[src/rtl/timer_pkg.sv]
// Shared constants and types for the timer block: default widths, compare reset
// value and the encoding of the count-update select.
package timer_pkg;

  localparam int CNT_W_DFLT = 64;
  localparam int HALF_W = CNT_W_DFLT / 2;
  localparam logic [CNT_W_DFLT-1:0] CMP_RST_DFLT = {CNT_W_DFLT{1'b1}};

  // Count-update sources, listed highest priority first
  typedef enum logic [1:0] {
    UPD_WR   = 2'd0,
    UPD_CLR  = 2'd1,
    UPD_INC  = 2'd2,
    UPD_HOLD = 2'd3
  } upd_sel_e;

endpackage

[src/rtl/timer_int_ctrl.sv]
// Compare match detection, sticky interrupt status with set-over-clear priority,
// and the interrupt output mask.
module timer_int_ctrl
  import timer_pkg::*;
#(
  parameter int CNT_W = CNT_W_DFLT
) (
  input  logic             sys_clk,
  input  logic             sys_rst,
  input  logic [CNT_W-1:0] cnt_val,
  input  logic [CNT_W-1:0] cmp_val,
  input  logic             int_en,
  input  logic             int_clr,
  output logic             int_st,
  output logic             tim_int
);

  logic match;
  logic int_st_reg;
  logic int_st_next;

  assign match = (cnt_val == cmp_val);

  always_comb begin
    int_st_next = int_st_reg;
    if (match) begin
      int_st_next = 1'b1;
    end else if (int_clr) begin
      int_st_next = 1'b0;
    end
  end

  always_ff @(posedge sys_clk or posedge sys_rst) begin
    if (sys_rst) begin
      int_st_reg <= 1'b0;
    end else begin
      int_st_reg <= int_st_next;
    end
  end

  // Masking only affects the line to the interrupt controller, never the status
  assign int_st  = int_st_reg;
  assign tim_int = int_st_reg & int_en;

endmodule

[src/rtl/timer_core.sv]
// Free-running timer counter with split-half register writes, compare/interrupt
// and debug halt handshake.
module timer_core
  import timer_pkg::*;
#(
  parameter int               CNT_W   = CNT_W_DFLT,
  parameter logic [CNT_W-1:0] CMP_RST = {CNT_W{1'b1}}
) (
  input  logic               sys_clk,
  input  logic               sys_rst,
  input  logic               timer_en,
  input  logic               cnt_en,
  input  logic               cnt_lo_wr,
  input  logic               cnt_hi_wr,
  input  logic               cmp_lo_wr,
  input  logic               cmp_hi_wr,
  input  logic [CNT_W/2-1:0] wdata,
  input  logic               int_en,
  input  logic               int_clr,
  input  logic               dbg_mode,
  input  logic               halt_req,
  output logic [CNT_W-1:0]   cnt_val,
  output logic [CNT_W-1:0]   cmp_val,
  output logic               int_st,
  output logic               tim_int,
  output logic               halt_ack
);

  localparam int H_W = CNT_W / 2;

  logic [CNT_W-1:0] cnt_reg;
  logic [CNT_W-1:0] cnt_next;
  logic [CNT_W-1:0] cmp_reg;
  logic [CNT_W-1:0] cmp_next;
  logic             timer_en_reg;
  logic             halt_ack_reg;
  upd_sel_e         upd_sel;

  always_comb begin
    upd_sel = UPD_HOLD;
    if (cnt_lo_wr || cnt_hi_wr) begin
      upd_sel = UPD_WR;
    end else if (timer_en_reg && !timer_en) begin
      upd_sel = UPD_CLR;
    end else if (timer_en && cnt_en && !halt_ack_reg) begin
      upd_sel = UPD_INC;
    end
  end

  always_comb begin
    cnt_next = cnt_reg;
    unique case (upd_sel)
      UPD_WR: begin
        if (cnt_lo_wr) cnt_next[H_W-1:0] = wdata;
        if (cnt_hi_wr) cnt_next[CNT_W-1:H_W] = wdata;
      end
      UPD_CLR:  cnt_next = '0;
      UPD_INC:  cnt_next = cnt_reg + {{(CNT_W-1){1'b0}}, 1'b1};
      default:  cnt_next = cnt_reg;
    endcase
  end

  // Compare writes ignore enable and halt state
  always_comb begin
    cmp_next = cmp_reg;
    if (cmp_lo_wr) cmp_next[H_W-1:0] = wdata;
    if (cmp_hi_wr) cmp_next[CNT_W-1:H_W] = wdata;
  end

  always_ff @(posedge sys_clk or posedge sys_rst) begin
    if (sys_rst) begin
      cnt_reg      <= '0;
      cmp_reg      <= CMP_RST;
      timer_en_reg <= 1'b0;
      halt_ack_reg <= 1'b0;
    end else begin
      cnt_reg      <= cnt_next;
      cmp_reg      <= cmp_next;
      timer_en_reg <= timer_en;
      halt_ack_reg <= dbg_mode & halt_req;
    end
  end

  assign cnt_val  = cnt_reg;
  assign cmp_val  = cmp_reg;
  assign halt_ack = halt_ack_reg;

  timer_int_ctrl #(
    .CNT_W (CNT_W)
  ) u_int_ctrl (
    .sys_clk (sys_clk),
    .sys_rst (sys_rst),
    .cnt_val (cnt_reg),
    .cmp_val (cmp_reg),
    .int_en  (int_en),
    .int_clr (int_clr),
    .int_st  (int_st),
    .tim_int (tim_int)
  );

endmodule

[config.mk]
export PLATFORM = sky130hd
export DESIGN_NAME = timer_core
export DESIGN_NICKNAME = d
export VERILOG_FILES = /design/src/rtl/timer_pkg.sv /design/src/rtl/timer_int_ctrl.sv /design/src/rtl/timer_core.sv
export SDC_FILE = /design/constraint.sdc
export NUM_CORES = 1
export LEC_CHECK = 0
export ABC_AREA = 1
export CORE_MARGIN = 1
export CORE_UTILIZATION = 50
export DETAILED_ROUTE_END_ITERATION = 10
export GPL_ROUTABILITY_DRIVEN = 1
export HOLD_SLACK_MARGIN = 0.02
export PLACE_DENSITY = 0.82
export SLEW_MARGIN = 0
export SYNTH_ARGS = -nofsm -noshare
export SYNTH_HDL_FRONTEND = slang
export SYNTH_SLANG_ARGS = --single-unit
[constraint.sdc]
create_clock -name sys_clk -period 7.2 [get_ports sys_clk]
set_clock_uncertainty 0.15 [all_clocks]
set_input_delay 2.16 -clock sys_clk [delete_from_list [all_inputs] [get_ports sys_clk]]
set_output_delay 2.16 -clock sys_clk [all_outputs]
set_load 0.01 [all_outputs]
== Word level (Yosys, flattened, before mapping) ==
Index checks and enable logic that the tools add are counted.

* Input port bits: 44
* Output and inout bits: 131
* Logic and storage cells: 34
* Register bits after elaboration: 131

* Mux-type cells: 8
* $add $sub $neg: 1
* Eq/ne operators: 5
* Reductions and logical operators: 11
* Bitwise logic cells: 2

{| class="wikitable"
|+ Operators with widths
! kind !! number
|-
| $pmux 64 s3 || 1
|-
| $add 64x1->64 const B || 1
|-
| $eq 64x64->1 || 1
|-
| $mux 32 || 2
|-
| $mux 2 || 2
|-
| $ne 2x2->1 const B || 2
|-
| $reduce_and 2->1 || 2
|-
| $logic_and 1x1->1 || 3
|-
| $mux 1 || 3
|-
| $reduce_bool 3->1 || 1
|-
| $and 1x1->1 || 2
|-
| $eq 2x1->1 const B || 1
|-
| $eq 2x2->1 const B || 1
|-
| $logic_not 1->1 || 2
|-
| $logic_not 2->1 || 1
|-
| $reduce_bool 2->1 || 1
|-
| $logic_or 1x1->1 || 1
|}

== Depth between registers and ports, before layout ==
* Depth in word-level cells: 8
* Gate-level depth with buffers: 13
* Mapped depth without buffers: 12

== Cells and area by module ==
A second synthesis with hierarchy kept.

* Cells, all modules: 1295
* Area total of the unflattened synthesis: 8887.3 µm²

{| class="wikitable"
|+ Modules (own cells, without submodules)
! module !! times used !! cells each !! sequential area each (µm²) !! area each (µm²)
|-
| timer_core || 1 || 965 || 3333.2 || 7577.3
|-
| timer_int_ctrl || 1 || 330 || 25.0 || 1310.0
|}

== Worst setup path before layout ==
No wires, ideal clock.

* Path type: input to output
* From: input port int_en
* To: output port tim_int
* Required time: 4890 ps
* Data arrival time: 2274 ps
* Stages: 2
* Slack: 2616 ps
* Path buffers: 0
* Cell sequence: nand2_1 -> inv_1

* Cells in the longest elaborated chain, start to end: 1

{| class="wikitable"
|+ RTL lines
! what !! RTL line !! RTL
|-
| start, declared || timer_core.sv:18 || <nowiki>input logic int_en,</nowiki>
|-
| $and 1x1->1 || timer_int_ctrl.sv:43 || <nowiki>assign tim_int = int_st_reg & int_en;</nowiki>
|-
| end, declared || timer_core.sv:25 || <nowiki>output logic tim_int,</nowiki>
|}

Every way passes these cells.

== Worst setup path in the final report ==
Ends and elaborated chain as after synthesis.

==> metrics list <==
- After detailed routing, the average wire length per cell comes to 18.8 µm.
- For the worst setup path, the data arrival time is 3.22 ns.
- At the worst endpoint, the required time is around 5 ns.
- After layout, the minimum clock period comes to 5.53 ns.
- Status: finished, final reports clean
- Top metal layer carrying routed signals: met4
- In this run, post-CTS hold repair placed 0 buffers.
- TritonRoute pass-1 iters: 5
- The first routing iteration left 880 violations.
* Area of the mapped netlist: about 0.0085 mm²
- Post-CTS setup buffer count: 0
- The first global-routing pass estimated approximately 45 mm of wire.
* Number of nets still failing antenna checks after routing: 0
- In the routed design, unresolved DRC markers number 0.
- For this run, the leading register cell type out of synthesis is sky130_fd_sc_hd__dfrtp_1.
- The number of antenna violations at the first check in global routing was 0.
- Dividing the detail-routed via count by the number of cells gives approximately 5.7.
- Count of mapped cells out of synthesis: between 1,000 and 1,500
- Synthesized area per cell: ~7.7 µm²
- Initial core utilization: 0.513
- The floorplan step set the die width to about 130 µm.
- Final-report hold violation count: 0
- Quantity of gates resized following cts: 0
* Power per Cell Area: 258 mW/mm²
- Compared with the post-synthesis result, the final layout area differs by 30.2%.
* Met2 wire length: approximately 13 mm
* Critical path class: primary input to output pin
- Most frequent cells in the layout: 251 x sky130_fd_sc_hd__nand2_1, 174 x sky130_fd_sc_hd__clkdlybuf4s50_1, 172 x sky130_fd_sc_hd__nor2_1
- # Max-Cap Violations: 0
* Crit Path Max Fanout: 1
- In this design, the critical path's most frequently occurring cell is sky130_fd_sc_hd__clkdlybuf4s50_1.
- At the pin with the least slew margin, the transition time is 0.794 ns.
- Total detailed-routing wirelength: roughly 28 mm
- The worst hold path belongs to the class register to register.
* Routed met1 length: roughly 12 mm
- The number of antenna diodes in the final layout is 0.
- Library cells used by synthesis: 43
- For this design the top-level I/O count stands at 175.
- Setup TNS after final layout: 0 ns
- Clock sinks: between 100 and 150
* Worst path top cell family by delay: buffers and inverters
- VDD sags by at most ~0.16 mV.
- RD Place Congestion: 1.00
* Final layout net count: 1,324
- Headroom to the max-slew limit came out at 0.470.
- The floorplan step defined a die boundary enclosing 0.0176 mm².
- Number of setup violations in the final report: 0
- Tot GR Track Use: 0.333
* Die span in y: roughly 130 µm
- Total power draw: between 2 and 3 mW
- Remaining Overflow, GRT: 0
- Placement Rows: 47
- Dividing the final minimum period by the clock period gives 0.768.
- Master cell of the clock root buffer: sky130_fd_sc_hd__clkbuf_16
* Max clock buf depth: 2
* Startpoint type of the worst setup path: primary input
- CP peak stage delay: approximately 0.52 ns
- Post-DP HPWL: 20.4 mm
- Of the cells placed in the final design, the portion with a size suffix greater than 1 is 0.167.
* Clock slew at the register clock pins of the worst setup and hold paths: 0.06 ns
- Synthesis inferred 131 register bits.
- Peak clock frequency supported by timing: 0.181 GHz
* Core box area: 0.0166 mm²
- Counting flops with an async set or reset pin after synthesis yields a share of 1.00.
* Worst-Skew Late Latency: 0.43 ns
- Detailed routing inserted a total of 8,539 vias.
* CTS tree: built
- Final count of pins violating max slew: 0
- Entering global routing, the biggest net connects between 50 and 60 pins.
* RSZ-0062 raised after global routing: no
* Vias in the first global route: 8,216
* Sum of met3 wire segment lengths after detailed routing: about 2.3 mm
- At the end of the flow the core is filled with cells to 0.667.
- During synthesis, Yosys emitted a total of 0 warnings.
- The slowest stage of the critical path is the sky130_fd_sc_hd__clkdlybuf4s50_1 cell.
* Sequential share of the synthesized area: 0.394
- H-tree levels: 4
- The number of clock buffers added by TritonCTS is 17.
- Syn_nets: around 1,200
- The signal on the critical path passes through clkdlybuf4s50_1 -> nand2_1 -> inv_1 -> clkdlybuf4s50_1.
* Commonest non-fill, non-tap cell in the layout: sky130_fd_sc_hd__nand2_1
- Together, buffers and inverters on the worst path number 3.
* LEAKAGE: between 4 and 5 nW
- The worst setup path is captured at an output pin.
- In this run, synthesis inferred 0 flip-flops with an integrated enable.
- Count of port buffers added during placement: ~170
cell type report:
class                   instances  area [µm²]
well taps                     220         275
inverters                      98         372
clock inverters                13         206
repair buffers                183        1810
multi-input cells             846        4640
clock buffers                  19         443
fillers                      1404        5540
flip-flops and latches        131        3360
stage by stage:
stage,hold WS [ns],cell area (µm²),setup slack [ns],cells
after floorplan,0.350,8530,1.50,1114
final,0.357,11100,1.67,1510
after global routing,0.376,11100,1.64,1510
after CTS,0.359,11100,1.66,1510
after global placement,0.340,10500,1.67,1478
after detailed placement,0.348,10500,1.66,1478
cell usage after synthesis (9+ instances only):
cell,instances,area share
sky130_fd_sc_hd__nand2_1,251,0.11
sky130_fd_sc_hd__nor2_1,172,0.076
sky130_fd_sc_hd__inv_1,91,0.040
sky130_fd_sc_hd__a21oi_1,90,0.053
sky130_fd_sc_hd__dfrtp_1,67,0.20
sky130_fd_sc_hd__dfstp_2,64,0.20
sky130_fd_sc_hd__nand3_1,62,0.036
sky130_fd_sc_hd__mux2_2,57,0.075
sky130_fd_sc_hd__xnor2_1,50,0.051
sky130_fd_sc_hd__o21ai_0,35,0.021
sky130_fd_sc_hd__clkbuf_1,25,0.011
sky130_fd_sc_hd__nand4_1,23,0.017
sky130_fd_sc_hd__o21bai_1,12,0.011
sky130_fd_sc_hd__a22oi_1,11,0.0097
sky130_fd_sc_hd__nor3_1,9,0.0053
path summary, 6_finish.rpt:
check                                        start                 endpoint  slack (ns)  cells past startpoint
max                                         int_en                  tim_int        1.67                      4
min                        cmp_val[16]$_DFFE_PP1P_  cmp_val[16]$_DFFE_PP1P_        0.36                      2
max reg2reg                     halt_ack$_DFF_PP0_   cnt_val[9]$_DFFE_PP0P_        3.99                     12
min reg2reg                cmp_val[16]$_DFFE_PP1P_  cmp_val[16]$_DFFE_PP1P_        0.36                      2
max in group asynchronous                  sys_rst  cmp_val[46]$_DFFE_PP1P_        3.88                      3
min in group asynchronous                  sys_rst       halt_ack$_DFF_PP0_        2.02                      2
cell families (layout without fill, tap and decap cells):
logic type | Yosys count | count (layout) | synth area share
xor+xnor | 57 | 57 | 0.0585
mux | 57 | 57 | 0.0752
compound gates | 177 | 177 | 0.121
simple gates | 552 | 552 | 0.284
flops | 131 | 131 | 0.394
buf+inv | 137 | 313 | 0.0626
fa+ha+maj | 3 | 3 | 0.00440
per-layer routing:
| layer | vias up | global-route usage |
|---|---|---|
| met4 | 0 | 0.126 |
| met1 | 4046 | 0.447 |
| met5 | - | 0 |
| met2 | 445 | 0.536 |
| li1 | 3989 | - |
| met3 | 59 | 0.0598 |
worst min-delay path, delay by kind of cell (launching register included):
family	cells	cell delay [ns]
compound gates	1	0.07
buf+inv	1	0.06
flops	1	0.38
power by group:
| group | switching (mW) | internal [mW] | leakage [nW] |
|---|---|---|---|
| registers | 0.207 | 0.876 | 1.47 |
| clock network | 0.343 | 0.623 | 0.313 |
| logic | 0.399 | 0.417 | 2.87 |
| total | 0.949 | 1.92 | 4.65 |
Note: power is estimated with default switching activity, not from simulation.
==> RTL change 1, RTL diff (same settings) <==
Change the package constant `CNT_W_DFLT` from 64 to 128.
--- a/src/rtl/timer_pkg.sv
+++ b/src/rtl/timer_pkg.sv
@@ -2,7 +2,7 @@
 // value and the encoding of the count-update select.
 package timer_pkg;
 
-  localparam int CNT_W_DFLT = 64;
+  localparam int CNT_W_DFLT = 128;
   localparam int HALF_W = CNT_W_DFLT / 2;
   localparam logic [CNT_W_DFLT-1:0] CMP_RST_DFLT = {CNT_W_DFLT{1'b1}};
 
Ports: changed (resized cmp_val, cnt_val and wdata); port bits go from 175 to 335. The function was not compared with the original's and may differ.
==> RTL change 1 against the original RTL <==
Sequential cell count rose by 128; total power up 86%; setup slack worse by 0.033 ns; utilization fell by 1.7 points; cell area is 98% higher; area after synthesis rose by 100%; sequential share of layout area hardly changed; combinational power grew 100%; routed wire length rose to 2.8 times the old value; sequential power rose by 98%; critical endpoint unchanged; highest routed layer is now met5.
==> RTL change 1: results <==
{
  "layout.nets": 3068,
  "grt_max_degree": 147,
  "synth_compound_area_frac": 0.116,
  "multi_input_area_um2": 9260,
  "synth_nets": 2770,
  "worst_skew_pair.late_latency_ns": 0.58,
  "grt_util_met3": 0.0736,
  "drive_gt1_frac": 0.0903,
  "htree_levels": 1,
  "yosys-top-cells-area": "dfstp_2 19%, dfrtp_1 19%, nand2_1 18%",
  "n_antenna_cell": 0,
  "r2r_cells": 10,
  "arrival_ns": 3.26,
  "drt-pass1-iter-count": 9,
  "dp_hpwl_um": 59200,
  "root_buffer": "clkbuf_16",
  "synth_xor_area_frac": 0.0177,
  "max-vdd-ir-drop_mv": 0.259,
  "use_met1": 0.580,
  "p_switching_w": 0.00198,
  "gp_congestion": 1.04,
  "synthTopCellsByCount": "823 x nand2_1, 510 x nor2_1, 285 x inv_1",
  "grt_pass1_vias": 19600,
  "yosysWarnings": 0,
  "grt_usage": 0.443,
  "synthMuxAreaShare": 0.00652,
  "max_stage_delay_ns": 0.54,
  "synth_fa_ha_area_frac": 0.00217,
  "path_max_fanout": 1,
  "synth_ff_type": "dfrtp_1",
  "place_area_um2": 21000,
  "outcome": "completed",
  "tightestPinTransition_ns": 1.34,
  "wl_um": 79200,
  "met2_usage": 0.715,
  "cp_slowest_cell": "clkdlybuf4s50_1",
  "ys_types": 37,
  "synth.yosys.seq_area_share": 0.384,
  "clk_pin_slew_worst_paths_ns": 0.06,
  "cp_top_family": "buffers and inverters",
  "ctsResizeCount": 0,
  "grt_pass1_wl_um": 118000,
  "antenna_found_initial": 1,
  "hp-class": "flop to flop",
  "hold_path_depth": 2,
  "drtIter0Drc": 2435,
  "synthArstFlopShare": 1.00,
  "io_buffers": 334,
  "post_cts_buffers": 0,
  "clockBufferDepth": 3,
  "p_leak_nw": 9.21,
  "cts_buffers": 29,
  "post_drt_via_cell_ratio": 5.92,
  "nFillCells": 2827
}
[RTL change 1: cell count changes after synthesis, sizes merged, moves of 20 or more]
cell	unedited run	this run
a21oi	95	179
clkbuf	26	63
dfrtp	67	131
dfstp	64	128
inv	97	287
mux2	57	10
nand2	265	843
nand3	65	165
nand4	23	43
nor2	187	556
o21ai	39	170
xnor2	50	27
[RTL change 1: final cells by class]
| class | instances | area share |
|---|---|---|
| multi-input combinational | 2065 | 0.422 |
| sequential | 259 | 0.302 |
| timing repair buffer | 346 | 0.157 |
| clock inverter | 11 | 0.00649 |
| inverter | 288 | 0.0494 |
| clock buffer | 42 | 0.0380 |
| tap | 448 | 0.0255 |
[RTL change 1: worst min-delay path, stage by stage, from the launching register on]
cell and delay [ns]:
dfstp_2 0.38, inv_1 0.06, o21ai_0 0.07
[RTL change 1: metrics by stage]
step	total power, W	hold slack (ns)	setup WS (ns)	std cells
4_1_cts	0.00528	0.354	1.64	3459
2_1_floorplan	0.00286	0.350	1.58	2691
6_report	0.00533	0.351	1.63	3459
3_3_place_gp	0.00366	0.334	1.62	3406
3_5_place_dp	0.00371	0.344	1.47	3406
5_1_grt	0.00555	0.368	1.61	3459
[RTL change 1: kinds of logic after synthesis]
group	count (synthesis)
AO/OA/AOI/OAI	385
XOR/XNOR	35
adder cells (fa/ha/maj)	3
buffers and inverters	367
flip-flops	259
multiplexers	10
AND/OR/NAND/NOR	1632
[RTL change 1: final timing paths]
kind / from / end / slack (ns)
setup / recovery: int_en / tim_int / 1.63
hold / removal: cmp_val[127] / cmp_val[127] / 0.35
setup reg to reg: halt_ack / cnt_val[8] / 3.58
hold reg to reg: cmp_val[127] / cmp_val[127] / 0.35
max in group asynchronous: sys_rst / cnt_val[50] / 3.99
min in group asynchronous: sys_rst / cnt_val[20] / 1.94
[RTL change 1: power by group through the flow]
| stage | sequential, W | clock (W) | combinational [W] |
|---|---|---|---|
| finish | 0.00214 | 0.00157 | 0.00163 |
| global route | 0.00216 | 0.00162 | 0.00176 |
| CTS | 0.00211 | 0.00156 | 0.00161 |
| detailed placement | 0.00213 | 0 | 0.00158 |
| global placement | 0.00212 | 0 | 0.00154 |
| floorplan | 0.00211 | 0 | 0.000744 |
[RTL change 1: per-layer routing]
metal,part of all wire,wire length (um)
met5,0.00016,13
met3,0.11,8430
met2,0.46,36400
met1,0.38,30200
met4,0.052,4150
==> RTL change 2, RTL diff (config.mk and constraints unchanged) <==
Without the edit above. Remove the case item `UPD_INC` of the case on `upd_sel`.
--- a/src/rtl/timer_core.sv
+++ b/src/rtl/timer_core.sv
@@ -55,7 +55,6 @@
         if (cnt_hi_wr) cnt_next[CNT_W-1:H_W] = wdata;
       end
       UPD_CLR:  cnt_next = '0;
-      UPD_INC:  cnt_next = cnt_reg + {{(CNT_W-1){1'b0}}, 1'b1};
       default:  cnt_next = cnt_reg;
     endcase
   end
Check against the original RTL: not equivalent (a bounded check fails within 4 cycles, from zero or initial values and one cycle with sys_rst high).
==> RTL change 2 against the original RTL <==
Setup slack better by 0.0016 ns; sequential power down 18%; cell area down 22%; sequential cell count is the same; routed wire length fell by 43%; sequential share of layout area is 8.6 points higher; area after synthesis fell by 27%; total power is 25% lower; largest power group unchanged.
==> RTL change 2: results <==
{
  "outcome": "completed",
  "drt-pass1-iter-count": 5,
  "drtIter0Drc": 372,
  "root_buffer": "clkbuf_16",
  "cts_buffers": 17,
  "use_met1": 0.346,
  "ctsResizeCount": 0,
  "path_max_fanout": 1,
  "switching_share": 0.269,
  "arrival_ns": 3.22,
  "worst_skew_pair.late_latency_ns": 0.41,
  "wl_um": 16300,
  "pg_seq_w": 0.000887,
  "antenna_found_initial": 0,
  "grt_usage": 0.271,
  "io_buffers": 173,
  "gp_congestion": 0.819,
  "met2_usage": 0.441,
  "timing.rr.start": "timer_en_reg",
  "htree_levels": 4,
  "drive_gt1_frac": 0.150,
  "synthTopCellsByCount": "241 x nand2_1, 146 x inv_1, 67 x dfrtp_1",
  "synth_nets": 794,
  "p_leak_nw": 4.16,
  "grt_util_met3": 0.0632,
  "tightestPinTransition_ns": 1.13,
  "yosys-top-cells-area": "dfstp_2 27%, dfrtp_1 27%, nand2_1 14%",
  "hp-class": "flop to flop",
  "synth.yosys.seq_area_share": 0.538,
  "powerDensity_nw_per_um2": 249,
  "cp_top_family": "buffers and inverters",
  "crit_start": "int_en",
  "holdCritStartpoint": "cmp_val[1]",
  "dp_hpwl_um": 10700,
  "worstSetupPathType": "primary input to primary output",
  "via_count": 5393,
  "grt_pass1_wl_um": 26600,
  "cp_slowest_cell": "clkdlybuf4s50_1",
  "comb_power_w": 0.000422,
  "max_stage_delay_ns": 0.52,
  "nFillCells": 913,
  "grt_max_degree": 65,
  "max-vdd-ir-drop_mv": 0.152,
  "synth_ff_type": "dfrtp_1",
  "post_cts_buffers": 0,
  "n_antenna_cell": 0,
  "clk_pin_slew_worst_paths_ns": 0.06,
  "yosysWarnings": 0,
  "clockBufferDepth": 2,
  "layout.nets": 963,
  "synthArstFlopShare": 1.00,
  "ys_types": 21
}
RTL change 2: kinds of logic (layout without fill, tap and decap cells):
logic type | Yosys count | in the layout | synth area share
xor+xnor | 10 | 10 | 0.0140
buf+inv | 175 | 357 | 0.112
simple gates | 306 | 306 | 0.189
compound gates | 128 | 128 | 0.147
flops | 131 | 131 | 0.538
RTL change 2: layout make-up:
cell class                      instances  area [um^2]  share of cell area
Clock buffer                           22          484              0.0560
Clock inverter                         10          105              0.0122
Inverter                              149          564              0.0652
Multi-Input combinational cell        444         2180               0.252
Sequential cell                       131         3360               0.388
Tap cell                              168          210              0.0243
Timing Repair Buffer                  176         1740               0.202
RTL change 2: per-stage QoR:
step / instance area (um^2) / utilization / setup slack, ns / instances / hold slack (ns)
after floorplan: 6240 / - / 1.50 / 750 / 0.350
after global placement: 8060 / 0.665 / 1.67 / 1068 / 0.337
after detailed placement: 8060 / 0.665 / 1.67 / 1068 / 0.341
after CTS: 8650 / 0.714 / 1.66 / 1100 / 0.352
final: 8650 / 0.714 / 1.67 / 1100 / 0.350
after global routing: 8650 / 0.714 / 1.61 / 1100 / 0.367
RTL change 2: layer usage:
metal  share of wire  vias to the layer above  wire length, um
met5               0                        -                0
met4           0.024                        0              394
met3           0.063                       34             1020
met2            0.48                      196             7750
met1            0.44                     2522             7120
li1                -                     2641                -
RTL change 2: worst paths after layout:
kind	endpoint	slack, ns	depth (start not counted)
worst max register to register	cnt_val[62]	5.43	4
worst max-delay path	tim_int	1.67	4
min in group asynchronous	cnt_val[13]	1.98	2
max in group asynchronous	cnt_val[4]	3.91	3
worst min-delay path	cmp_val[1]	0.35	2
worst min register to register	cmp_val[1]	0.35	2
